`config.mk`:
```
export PLATFORM = sky130hd
export DESIGN_NAME = morse_decoder
export DESIGN_NICKNAME = d
export VERILOG_FILES = /design/src/rtl/morse_pkg.sv /design/src/rtl/morse_lut.sv /design/src/rtl/morse_decoder.sv
export SDC_FILE = /design/constraint.sdc
export NUM_CORES = 1
export LEC_CHECK = 0
export BUFFER_PORTS_ARGS = -buffer_cell sky130_fd_sc_hd__buf_2
export CAP_MARGIN = 20
export CORE_MARGIN = 10
export CORE_UTILIZATION = 40
export CTS_BUF_LIST = sky130_fd_sc_hd__clkbuf_16
export CTS_CLUSTER_SIZE = 20
export DETAILED_ROUTE_END_ITERATION = 16
export PLACE_DENSITY = 0.62
export SLEW_MARGIN = 20
export SYNTH_ARGS = -nofsm -noshare
export SYNTH_HDL_FRONTEND = slang
export SYNTH_SLANG_ARGS = --single-unit
```
`constraint.sdc`:
```
create_clock -name clk -period 2.04 [get_ports clk]
set_input_delay 0.408 -clock clk [delete_from_list [all_inputs] [get_ports clk]]
set_output_delay 0.408 -clock clk [all_outputs]
set_load 0.01 [all_outputs]
```
`src/rtl/morse_pkg.sv`:
```
// Shared types and timing constants for the Morse decoder.
package morse_pkg;

    typedef enum logic [1:0] {
        ST_IDLE  = 2'd0,
        ST_MARK  = 2'd1,
        ST_SPACE = 2'd2
    } state_e;

    localparam int          MAX_ELEMENTS     = 5;      // longest ITU character (digits)
    localparam int          DASH_MIN_UNITS   = 2;      // mark of >= 2 units is a dash
    localparam int          LETTER_GAP_UNITS = 2;      // space of 2 units ends a character
    localparam int          WORD_GAP_UNITS   = 3;      // further idle units that end a word
    localparam logic [7:0]  ASCII_SPACE      = 8'h20;

endpackage

```
`src/rtl/morse_lut.sv`:
```
// Combinational ITU Morse lookup: (element count, symbol) -> uppercase ASCII.
// The first element keyed sits at bit (len-1) of the symbol; dot = 0, dash = 1.
module morse_lut (
    input  logic [2:0] len_i,
    input  logic [4:0] sym_i,
    output logic [7:0] ascii_o,
    output logic       valid_o
);

    // Decode table; every pattern not listed maps to 0 and is reported invalid.
    always_comb begin
        ascii_o = 8'h00;
        case ({len_i, sym_i})
            8'b001_00000: ascii_o = 8'h45; // E .
            8'b001_00001: ascii_o = 8'h54; // T -
            8'b010_00000: ascii_o = 8'h49; // I ..
            8'b010_00001: ascii_o = 8'h41; // A .-
            8'b010_00010: ascii_o = 8'h4E; // N -.
            8'b010_00011: ascii_o = 8'h4D; // M --
            8'b011_00000: ascii_o = 8'h53; // S ...
            8'b011_00001: ascii_o = 8'h55; // U ..-
            8'b011_00010: ascii_o = 8'h52; // R .-.
            8'b011_00011: ascii_o = 8'h57; // W .--
            8'b011_00100: ascii_o = 8'h44; // D -..
            8'b011_00101: ascii_o = 8'h4B; // K -.-
            8'b011_00110: ascii_o = 8'h47; // G --.
            8'b011_00111: ascii_o = 8'h4F; // O ---
            8'b100_00000: ascii_o = 8'h48; // H ....
            8'b100_00001: ascii_o = 8'h56; // V ...-
            8'b100_00010: ascii_o = 8'h46; // F ..-.
            8'b100_00100: ascii_o = 8'h4C; // L .-..
            8'b100_00110: ascii_o = 8'h50; // P .--.
            8'b100_00111: ascii_o = 8'h4A; // J .---
            8'b100_01000: ascii_o = 8'h42; // B -...
            8'b100_01001: ascii_o = 8'h58; // X -..-
            8'b100_01010: ascii_o = 8'h43; // C -.-.
            8'b100_01011: ascii_o = 8'h59; // Y -.--
            8'b100_01100: ascii_o = 8'h5A; // Z --..
            8'b100_01101: ascii_o = 8'h51; // Q --.-
            8'b101_11111: ascii_o = 8'h30; // 0 -----
            8'b101_01111: ascii_o = 8'h31; // 1 .----
            8'b101_00111: ascii_o = 8'h32; // 2 ..---
            8'b101_00011: ascii_o = 8'h33; // 3 ...--
            8'b101_00001: ascii_o = 8'h34; // 4 ....-
            8'b101_00000: ascii_o = 8'h35; // 5 .....
            8'b101_10000: ascii_o = 8'h36; // 6 -....
            8'b101_11000: ascii_o = 8'h37; // 7 --...
            8'b101_11100: ascii_o = 8'h38; // 8 ---..
            8'b101_11110: ascii_o = 8'h39; // 9 ----.
            default:      ascii_o = 8'h00;
        endcase
    end

    assign valid_o = |ascii_o;

endmodule

```
`src/rtl/morse_decoder.sv`:
```
// Morse key decoder: synchronizes the key, times marks/spaces in units and
// emits one ASCII character (or a word space) per strobe.
module morse_decoder
    import morse_pkg::*;
#(
    parameter int unsigned UNIT_CYCLES = 1200000
) (
    input  logic       clk,
    input  logic       rst_n,
    input  logic       morse_in,
    output logic [7:0] ascii_data,
    output logic       ascii_data_strb,
    output logic       decode_error
);

    localparam int PW = (UNIT_CYCLES > 1) ? $clog2(UNIT_CYCLES) : 1;

    logic          sync1_q, sync2_q, level_q;
    state_e        state_q, state_d;
    logic [PW-1:0] presc_q, presc_d;
    logic [2:0]    unit_q, unit_d;
    logic [4:0]    sym_q, sym_d;
    logic [2:0]    cnt_q, cnt_d;
    logic          ovf_q, ovf_d;
    logic          word_q, word_d;
    logic [7:0]    ascii_q, ascii_d;
    logic          strb_q, strb_d;
    logic          err_q, err_d;

    logic          rise, fall, tick;
    logic [7:0]    lut_ascii;
    logic          lut_valid;

    assign rise = sync2_q & ~level_q;
    assign fall = ~sync2_q & level_q;
    assign tick = (presc_q == PW'(UNIT_CYCLES - 1));

    morse_lut u_lut (
        .len_i   (cnt_q),
        .sym_i   (sym_q),
        .ascii_o (lut_ascii),
        .valid_o (lut_valid)
    );

    // Next-state logic: unit timing, element capture and character/word emission.
    always_comb begin
        // NOTE: every signal gets a default first so no path leaves it unassigned (no latches).
        state_d = state_q;
        presc_d = tick ? '0 : presc_q + PW'(1);
        unit_d  = (tick && unit_q != 3'd7) ? unit_q + 3'd1 : unit_q;
        sym_d   = sym_q;
        cnt_d   = cnt_q;
        ovf_d   = ovf_q;
        word_d  = word_q;
        ascii_d = ascii_q;
        strb_d  = 1'b0;
        err_d   = 1'b0;

        case (state_q)
            ST_IDLE: begin
                if (rise) begin
                    state_d = ST_MARK;
                    sym_d   = '0;
                    cnt_d   = '0;
                    ovf_d   = 1'b0;
                    word_d  = 1'b0;
                end else if (word_q && tick && unit_q == 3'(WORD_GAP_UNITS - 1)) begin
                    ascii_d = ASCII_SPACE;
                    strb_d  = 1'b1;
                    word_d  = 1'b0;
                end
            end
            ST_MARK: begin
                if (fall) begin
                    state_d = ST_SPACE;
                    if (cnt_q == 3'(MAX_ELEMENTS)) begin
                        ovf_d = 1'b1;
                    end else begin
                        sym_d = {sym_q[3:0], unit_q >= 3'(DASH_MIN_UNITS)};
                        cnt_d = cnt_q + 3'd1;
                    end
                end
            end
            ST_SPACE: begin
                if (tick && unit_q == 3'(LETTER_GAP_UNITS - 1)) begin
                    if (lut_valid && !ovf_q) begin
                        ascii_d = lut_ascii;
                        strb_d  = 1'b1;
                        word_d  = 1'b1;
                    end else begin
                        err_d   = 1'b1;
                    end
                    state_d = ST_IDLE;
                    // A key-down landing on the gap tick starts the next character at once.
                    if (rise) begin
                        state_d = ST_MARK;
                        sym_d   = '0;
                        cnt_d   = '0;
                        ovf_d   = 1'b0;
                        word_d  = 1'b0;
                    end
                end else if (rise) begin
                    state_d = ST_MARK;
                end
            end
            default: state_d = ST_IDLE;
        endcase

        if (state_d != state_q) begin
            presc_d = '0;
            unit_d  = '0;
        end
    end

    // State, counters, synchronizer and registered outputs; synchronous active-low reset.
    always_ff @(posedge clk) begin
        if (!rst_n) begin
            sync1_q <= 1'b0;
            sync2_q <= 1'b0;
            level_q <= 1'b0;
            state_q <= ST_IDLE;
            presc_q <= '0;
            unit_q  <= '0;
            sym_q   <= '0;
            cnt_q   <= '0;
            ovf_q   <= 1'b0;
            word_q  <= 1'b0;
            ascii_q <= 8'h00;
            strb_q  <= 1'b0;
            err_q   <= 1'b0;
        end else begin
            // NOTE: non-blocking assignments so every flop samples pre-edge values.
            sync1_q <= morse_in;
            sync2_q <= sync1_q;
            level_q <= sync2_q;
            state_q <= state_d;
            presc_q <= presc_d;
            unit_q  <= unit_d;
            sym_q   <= sym_d;
            cnt_q   <= cnt_d;
            ovf_q   <= ovf_d;
            word_q  <= word_d;
            ascii_q <= ascii_d;
            strb_q  <= strb_d;
            err_q   <= err_d;
        end
    end

    assign ascii_data      = ascii_q;
    assign ascii_data_strb = strb_q;
    assign decode_error    = err_q;

endmodule

```
==> summary.txt, run 1 <==
Run
  • Max-cap violations: 0

Logic synthesis
  • Yosys top cell by area: dfxtp_1
  • Count leader, synth: dfxtp_1
  • Mapped Avg Cell Area: 8.282 µm²
  • Post-synth top area share: ~32%
  • EDFF count, synth: 0
  • Synth warnings: 0
  • Dominant synthesized flop cell: dfxtp_1
  • Cells after synthesis: between 300 and 400
  • Top cells by count, synth: dfxtp_1 (48), nor2_1 (41), nand2_1 (34), a21oi_1 (17), nand3_1 (15)
  • Syn nets: 370
  • Fraction of registers with async set/reset: 0%
  • Mapped Area: 2982 µm²
  • Top cells by area, synth: dfxtp_1 (32%), nor2_1 (5.2%), nand2_1 (4.3%)
  • Synthesized flop and latch total: 48
  • Register area share after synthesis: 32.23%
  • Yosys cell types: a little over 70

Timing
  • Tmin final: 1995 ps
  • Slew Limit Fails: 0
  • Max Clk Rate: between 500 and 600 MHz
  • WHS: 329.9 ps
  • Final Skew: 4.388 ps
  • Count of final setup violators: 0
  • Slew Limit Headroom: 66.65%
  • Final hold vios: 0
  • Worst slew pin tran: 499.3 ps
  • Period utilization: 97.81%

Critical path
  • WP data required: 2260 ps
  • CP Capture Type: flop
  • Setup crit start: sym_q[2]
  • Startpoint types: flop
  • Critical path class: flop to flop
  • Crit path max fanout: 5
  • Crit path DAT: 2210 ps
  • Worst path max stage delay: 360 ps
  • Slowest cell on crit path: dfxtp_4
  • Critical path, cell by cell: buf_6 > buf_6 > xor2_1 > o211ai_1 > o31a_1 > nand4_4 > a21boi_4 > mux2i_1
  • Reg2reg start: sym_q[2]
  • Most used cell, CP: buf_6

Clock network
  • Clock Sink Count: between 40 and 50
  • Htree depth: 2
  • CTS root buf: clkbuf_16
  • CTS clock-pin slew for the worst setup and hold paths: 70 ps
  • CTS max path bufs: 2
  • CTS tree: yes
  • Skew-Pair Late Insertion Delay: 290 ps
  • Cts bufs inserted: 5

Layout
  • Fillcell total: 670
  • Final nets: 439
  • Multi-input gate area: 1922 µm²
  • Register Area: just under 1000 µm²
  • Fin cells: 529
  • Post-route cell area: 3864 µm²
  • Area Overhead vs Synth: 29.58%
  • Share of cells above drive strength 1: 32.56%
  • Final core utilization: 53.27%
  • ANT cells: 0

Placement
  • Dpl hpwl: 5466 µm
  • Dpl cell area: 3555 µm²
  • GP Congestion: 0.9302
  • IO buf count: 11
  • DP Cell Count: 514

Detailed routing
  • WL final: 7528 µm
  • Via/cell ratio: between 5 and 6
  • Pre-Repair DR Iteration Count: 4
  • DRT iter0 DRCs: ~160
  • Vias: between 2k and 3k
  • Post-route ant nets: 0
  • DRC viols: 0
  • WL per Instance: ~14 µm

Global routing
  • Initial antenna violation count: 0
  • Pin count of the biggest net entering global routing: 22
  • First-pass GRT wire length: 12650 µm
  • Total gr overflow: 0
  • Gr usage total: 13.21%
  • Vias in the first global route: 2672

Floorplan
  • Starting Density: 41.11%
  • Height of the die: ~110 µm
  • Io pins: 13
  • Rows: 31
  • Core box area: 7253 µm²
  • Die width: 106.3 µm
  • DIE AREA: approximately 11000 µm²

Power and ir drop
  • Leakage: between 1.5 and 2 nW
  • PD cells: 488.0 nW/µm²
  • Worst VDD drop: 0.3668 mV

Worst hold path
  • Hold path startpoint: morse_in
  • HP Class: input pin to flop

Run status
  • Status: finished clean
## sequential cells by signal, indices dropped and copies added (netlist names)
signal           flops
ascii_data           7
ascii_data_strb      1
cnt_q                3
decode_error         1
level_q              1
ovf_q                1
presc_q             21
state_q              2
sym_q                5
sync1_q              1
sync2_q              1
unit_q               3
word_q               1
## layout make-up
type                       count  share of cell area, %
sequential                    48                  25.55
clock buffer                   5                  3.238
multi-input combinational    278                  49.74
clock inverter                 3                 0.4858
timing repair buffer          83                  16.52
tap                           99                  3.206
inverter                      13                  1.263
## placed cells by master (no fill, tap or decap), types with 9 or more instances in the layout
cell type and instances:
dfxtp_2 9, nand2b_1 9, inv_1 13, nor2_1 40, mux2i_1 9, buf_4 64
nand3_1 15, dfxtp_1 35, o21ai_0 10, a21oi_1 17, buf_2 11, nand2_1 34
nor2b_1 9, xor2_1 14
## logic make-up after synthesis
group	Yosys count	synth area share (%)
AO/OA/AOI/OAI	68	16.91
flip-flops	48	32.23
AND/OR/NAND/NOR	171	33.11
adder cells (fa/ha/maj)	7	2.937
XOR/XNOR	22	6.463
buffers and inverters	34	5.203
other	1	0.1258
multiplexers	9	3.022
## path summary, 6_finish.rpt
| check | to | slack (ps) | cells after the start |
|---|---|---|---|
| setup / recovery | ascii_data[1] | 40 | 8 |
| hold / removal | sync1_q | 330 | 2 |
| setup reg to reg | ascii_data[1] | 40 | 8 |
| hold reg to reg | ascii_data[5] | 460 | 2 |
## repair_timing
action,CTS,global route
setup endpoints to repair,7,35
hold buffers,0,0
gates cloned,0,0
gates resized for setup,12,28
setup buffers,3,5
pin swaps,6,15
## power breakdown
part           internal [W]  switching, W  leakage [nW]
clock              0.000452      0.000361        0.0736
sequential         0.000942    0.00000695         0.396
combinational     0.0000532     0.0000697          1.07
## critical path, delay by kind of cell, from the launching register on
family	cells	cell delay [ps]
buf+inv	2	220
xor+xnor	1	170
simple gates	1	160
mux	1	210
compound gates	3	800
flops	1	360
## routing by layer
metal  wire length (µm)  vias to the layer above  track usage, %
li1                   -                     1421               -
met1               3432                     1346           16.74
met2               3621                       70           22.48
met3                366                       11           2.657
met4                108                        0           2.998
met5                  0                        -               0
## through the flow
| stage | setup TNS (ps) | total power, W | worst slack [ps] |
|---|---|---|---|
| final | 0 | 0.001886 | 44.69 |
| after global routing | -134.7 | 0.001961 | -48.17 |
| after CTS | 0 | 0.001902 | 11.96 |
| after detailed placement | -83.19 | 0.001092 | -69.43 |
| after global placement | -41.82 | 0.001090 | -41.82 |
| after floorplan | 0 | 0.001044 | 18.71 |
Note: power is estimated with default switching activity, not from simulation.
==> run 2: changes to the inputs <==
--- a/config.mk
+++ b/config.mk
@@ -12,7 +12,7 @@
 export CTS_BUF_LIST = sky130_fd_sc_hd__clkbuf_16
 export CTS_CLUSTER_SIZE = 20
 export DETAILED_ROUTE_END_ITERATION = 16
-export PLACE_DENSITY = 0.62
+export PLACE_DENSITY = 0.6
 export SLEW_MARGIN = 20
 export SYNTH_ARGS = -nofsm -noshare
 export SYNTH_HDL_FRONTEND = slang
==> constraint.sdc (replaced) <==
create_clock -name clk -period 2 [get_ports clk]
set_input_delay 0.4 -clock clk [delete_from_list [all_inputs] [get_ports clk]]
set_output_delay 0.4 -clock clk [all_outputs]
set_load 0.01 [all_outputs]
==> summary.txt, run 2 (same netlist as run 1, synthesis figures left out) <==
Power and ir drop
  • Worst VDD drop: 0.3539 mV (was 0.3668 mV)
  • Switch Pwr: 0.0004120 W (was 0.0004380 W)
  • Clock network power share: 41.8% (was 43.1%)
  • PD cells: 506.7 nW/µm² (was 488.0 nW/µm²)
  • Total power after layout: 0.001887 W (was 0.001886 W)
  • Sequential fraction of design power: 51.6% (was 50.3%)
  • Leakage: 1.464 nW (was 1.538 nW)
  • Comb pwr share: 6.6% (was 6.5%)
  • Int Power: 0.001475 W (was 0.001448 W)
  • Switching share of total power: 21.83% (was 23.23%)

Detailed routing
  • DRC viols: 0 (unchanged)
  • Via/cell ratio: 5.268 (was 5.384)
  • DRT iter0 DRCs: 100 (was 155)
  • Vias: 2734 (was 2848)
  • Post-route ant nets: 0 (unchanged)
  • Pre-Repair DR Iteration Count: 5 (was 4)
  • WL final: 7177 µm (was 7528 µm)
  • WL per Instance: 13.83 µm (was 14.23 µm)

Floorplan
  • Rows: 31 (unchanged)
  • Io pins: 13 (unchanged)
  • Height of the die: 106.3 µm (unchanged)
  • DIE AREA: 11310 µm² (unchanged)
  • Core box area: 7253 µm² (unchanged)
  • Die width: 106.3 µm (unchanged)
  • Starting Density: 41.11% (unchanged)

Clock network
  • CTS clock-pin slew for the worst setup and hold paths: 60 ps (was 70 ps)
  • Skew-Pair Late Insertion Delay: 280 ps (was 290 ps)
  • CTS tree: yes (unchanged)
  • Htree depth: 2 (unchanged)
  • Cts bufs inserted: 5 (unchanged)
  • Hold Buf Count CTS: 0 (unchanged)
  • CTS max path bufs: 2 (unchanged)
  • CTS root buf: clkbuf_16 (unchanged)
  • Clock Sink Count: 48 (unchanged)

Run
  • Max-cap violations: 0 (unchanged)

Layout
  • Area Overhead vs Synth: 24.88% (was 29.58%)
  • Final core utilization: 51.34% (was 53.27%)
  • Post-route cell area: 3724 µm² (was 3864 µm²)
  • Most common cell after layout, fill and taps aside: buf_4 (unchanged)
  • ANT cells: 0 (unchanged)
  • Share of cells above drive strength 1: 28.57% (was 32.56%)
  • Max FFs per register: 21 (unchanged)
  • Top reg by flops: presc_q (unchanged)
  • Final nets: 429 (was 439)
  • Most frequent cells in the layout: buf_4 (61), nor2_1 (41), dfxtp_1 (40), nand2_1 (34), a21oi_1 (16) (was buf_4 (64), nor2_1 (40), dfxtp_1 (35), nand2_1 (34), a21oi_1 (17))

Timing
  • Slew Limit Fails: 0 (unchanged)
  • Max Clk Rate: 499.1 MHz (was 501.2 MHz)
  • Tmin final: 2004 ps (was 1995 ps)
  • RSZ-0062 raised after global routing: true
  • Period utilization: 100.2% (was 97.81%)
  • Final Skew: 6.248 ps (was 4.388 ps)
  • Fin worst setup slack: -3.516 ps (was 44.69 ps)
  • Final hold vios: 0 (unchanged)
  • Count of final setup violators: 2 (was 0)
  • Post-route setup TNS: -5.557 ps (was 0 ps)

Placement
  • GP Congestion: 0.9034 (was 0.9302)
  • Dpl hpwl: 5438 µm (was 5466 µm)
  • IO buf count: 11 (unchanged)
  • Dpl cell area: 3510 µm² (was 3555 µm²)
  • Pre-CTS setup slack: -56.50 ps (was -69.43 ps)

Critical path
  • Crit path max fanout: 7 (was 5)
  • Slowest cell on crit path: or3b_2 (was dfxtp_4)
  • Critical path, cell by cell: or3b_2 > o2bb2a_1 > o32a_2 > and4_4 > o21ai_4 > mux2i_1 (was buf_6 > buf_6 > xor2_1 > o211ai_1 > o31a_1 > nand4_4 > a21boi_4 > mux2i_1)
  • CP Capture Type: flop (unchanged)
  • Worst path max stage delay: 460 ps (was 360 ps)
  • WP data required: 2210 ps (was 2260 ps)
  • Crit path DAT: 2210 ps (about the same)
  • Critical path class: flop to flop (unchanged)
  • Startpoint types: flop (unchanged)

Global routing
  • Total gr overflow: 0 (unchanged)
  • Gr usage total: 12.79% (was 13.21%)
  • Pin count of the biggest net entering global routing: 22 (unchanged)
  • Initial antenna violation count: 0 (unchanged)
  • Vias in the first global route: 2699 (was 2672)
  • First-pass GRT wire length: 12390 µm (was 12650 µm)

Worst hold path
  • HP Class: input pin to flop (unchanged)

Run status
  • Failing checks: setup timing
  • Status: finished, violations left (was finished clean)
==> run 2: power by group through the flow <==
| stage | logic [W] | clock network, W | registers [W] |
|---|---|---|---|
| floorplan | 0.0000694 | 0 | 0.000996 |
| global placement | 0.000119 | 0 | 0.000995 |
| detailed placement | 0.000119 | 0 | 0.000995 |
| CTS | 0.000120 | 0.000821 | 0.000974 |
| global route | 0.000138 | 0.000853 | 0.000975 |
| finish | 0.000124 | 0.000788 | 0.000974 |
==> run 2: metrics by stage <==
| step | hold WS, ps | std cells |
|---|---|---|
| after global placement | 417.7 | 508 |
| after CTS | 315.5 | 517 |
| after floorplan | 411.9 | 360 |
| after detailed placement | 433.3 | 508 |
| after global routing | 319.6 | 519 |
| final | 320.2 | 519 |
==> run 2: path summary, 6_finish.rpt <==
check | cells past startpoint | slack (ps) | startpoint | endpoint
max reg2reg | 6 | -4 | sym_q[2] | ascii_data[3]
min reg2reg | 1 | 440 | sync1_q | sync2_q
max | 6 | -4 | sym_q[2] | ascii_data[3]
min | 2 | 320 | morse_in | sync1_q
==> run 2: timing repair <==
item / 4_1_cts / 5_1_grt
pin swaps: 2 / 2
resized for setup: 10 / 7
buffers inserted: 1 / 2
endpoints found under the setup margin: 6 / 21
==> run 2: cell type report <==
type / instances / area, µm²
flip-flops and latches: 48 / 970.9
inverters: 13 / 48.80
repair buffers: 73 / 533.0
clock inverters: 3 / 15.01
fillers: 709 / 3530
clock buffers: 5 / 125.1
multi-input cells: 278 / 1907
well taps: 99 / 123.9
==> run 2: layer usage <==
| metal | GRT usage [%] | up-vias | routed length (µm) |
|---|---|---|---|
| met3 | 3.140 | 6 | 373 |
| met5 | 0 | - | 0 |
| li1 | - | 1394 | - |
| met2 | 21.33 | 71 | 3457 |
| met1 | 16.13 | 1263 | 3313 |
| met4 | 3.191 | 0 | 33 |
==> run 2: critical path: cells and delay by family, from the launching register on <==
| family | cells | cell delay, ps |
|---|---|---|
| flip-flops | 1 | 350 |
| AND/OR/NAND/NOR | 2 | 670 |
| AO/OA/AOI/OAI | 3 | 730 |
| multiplexers | 1 | 190 |
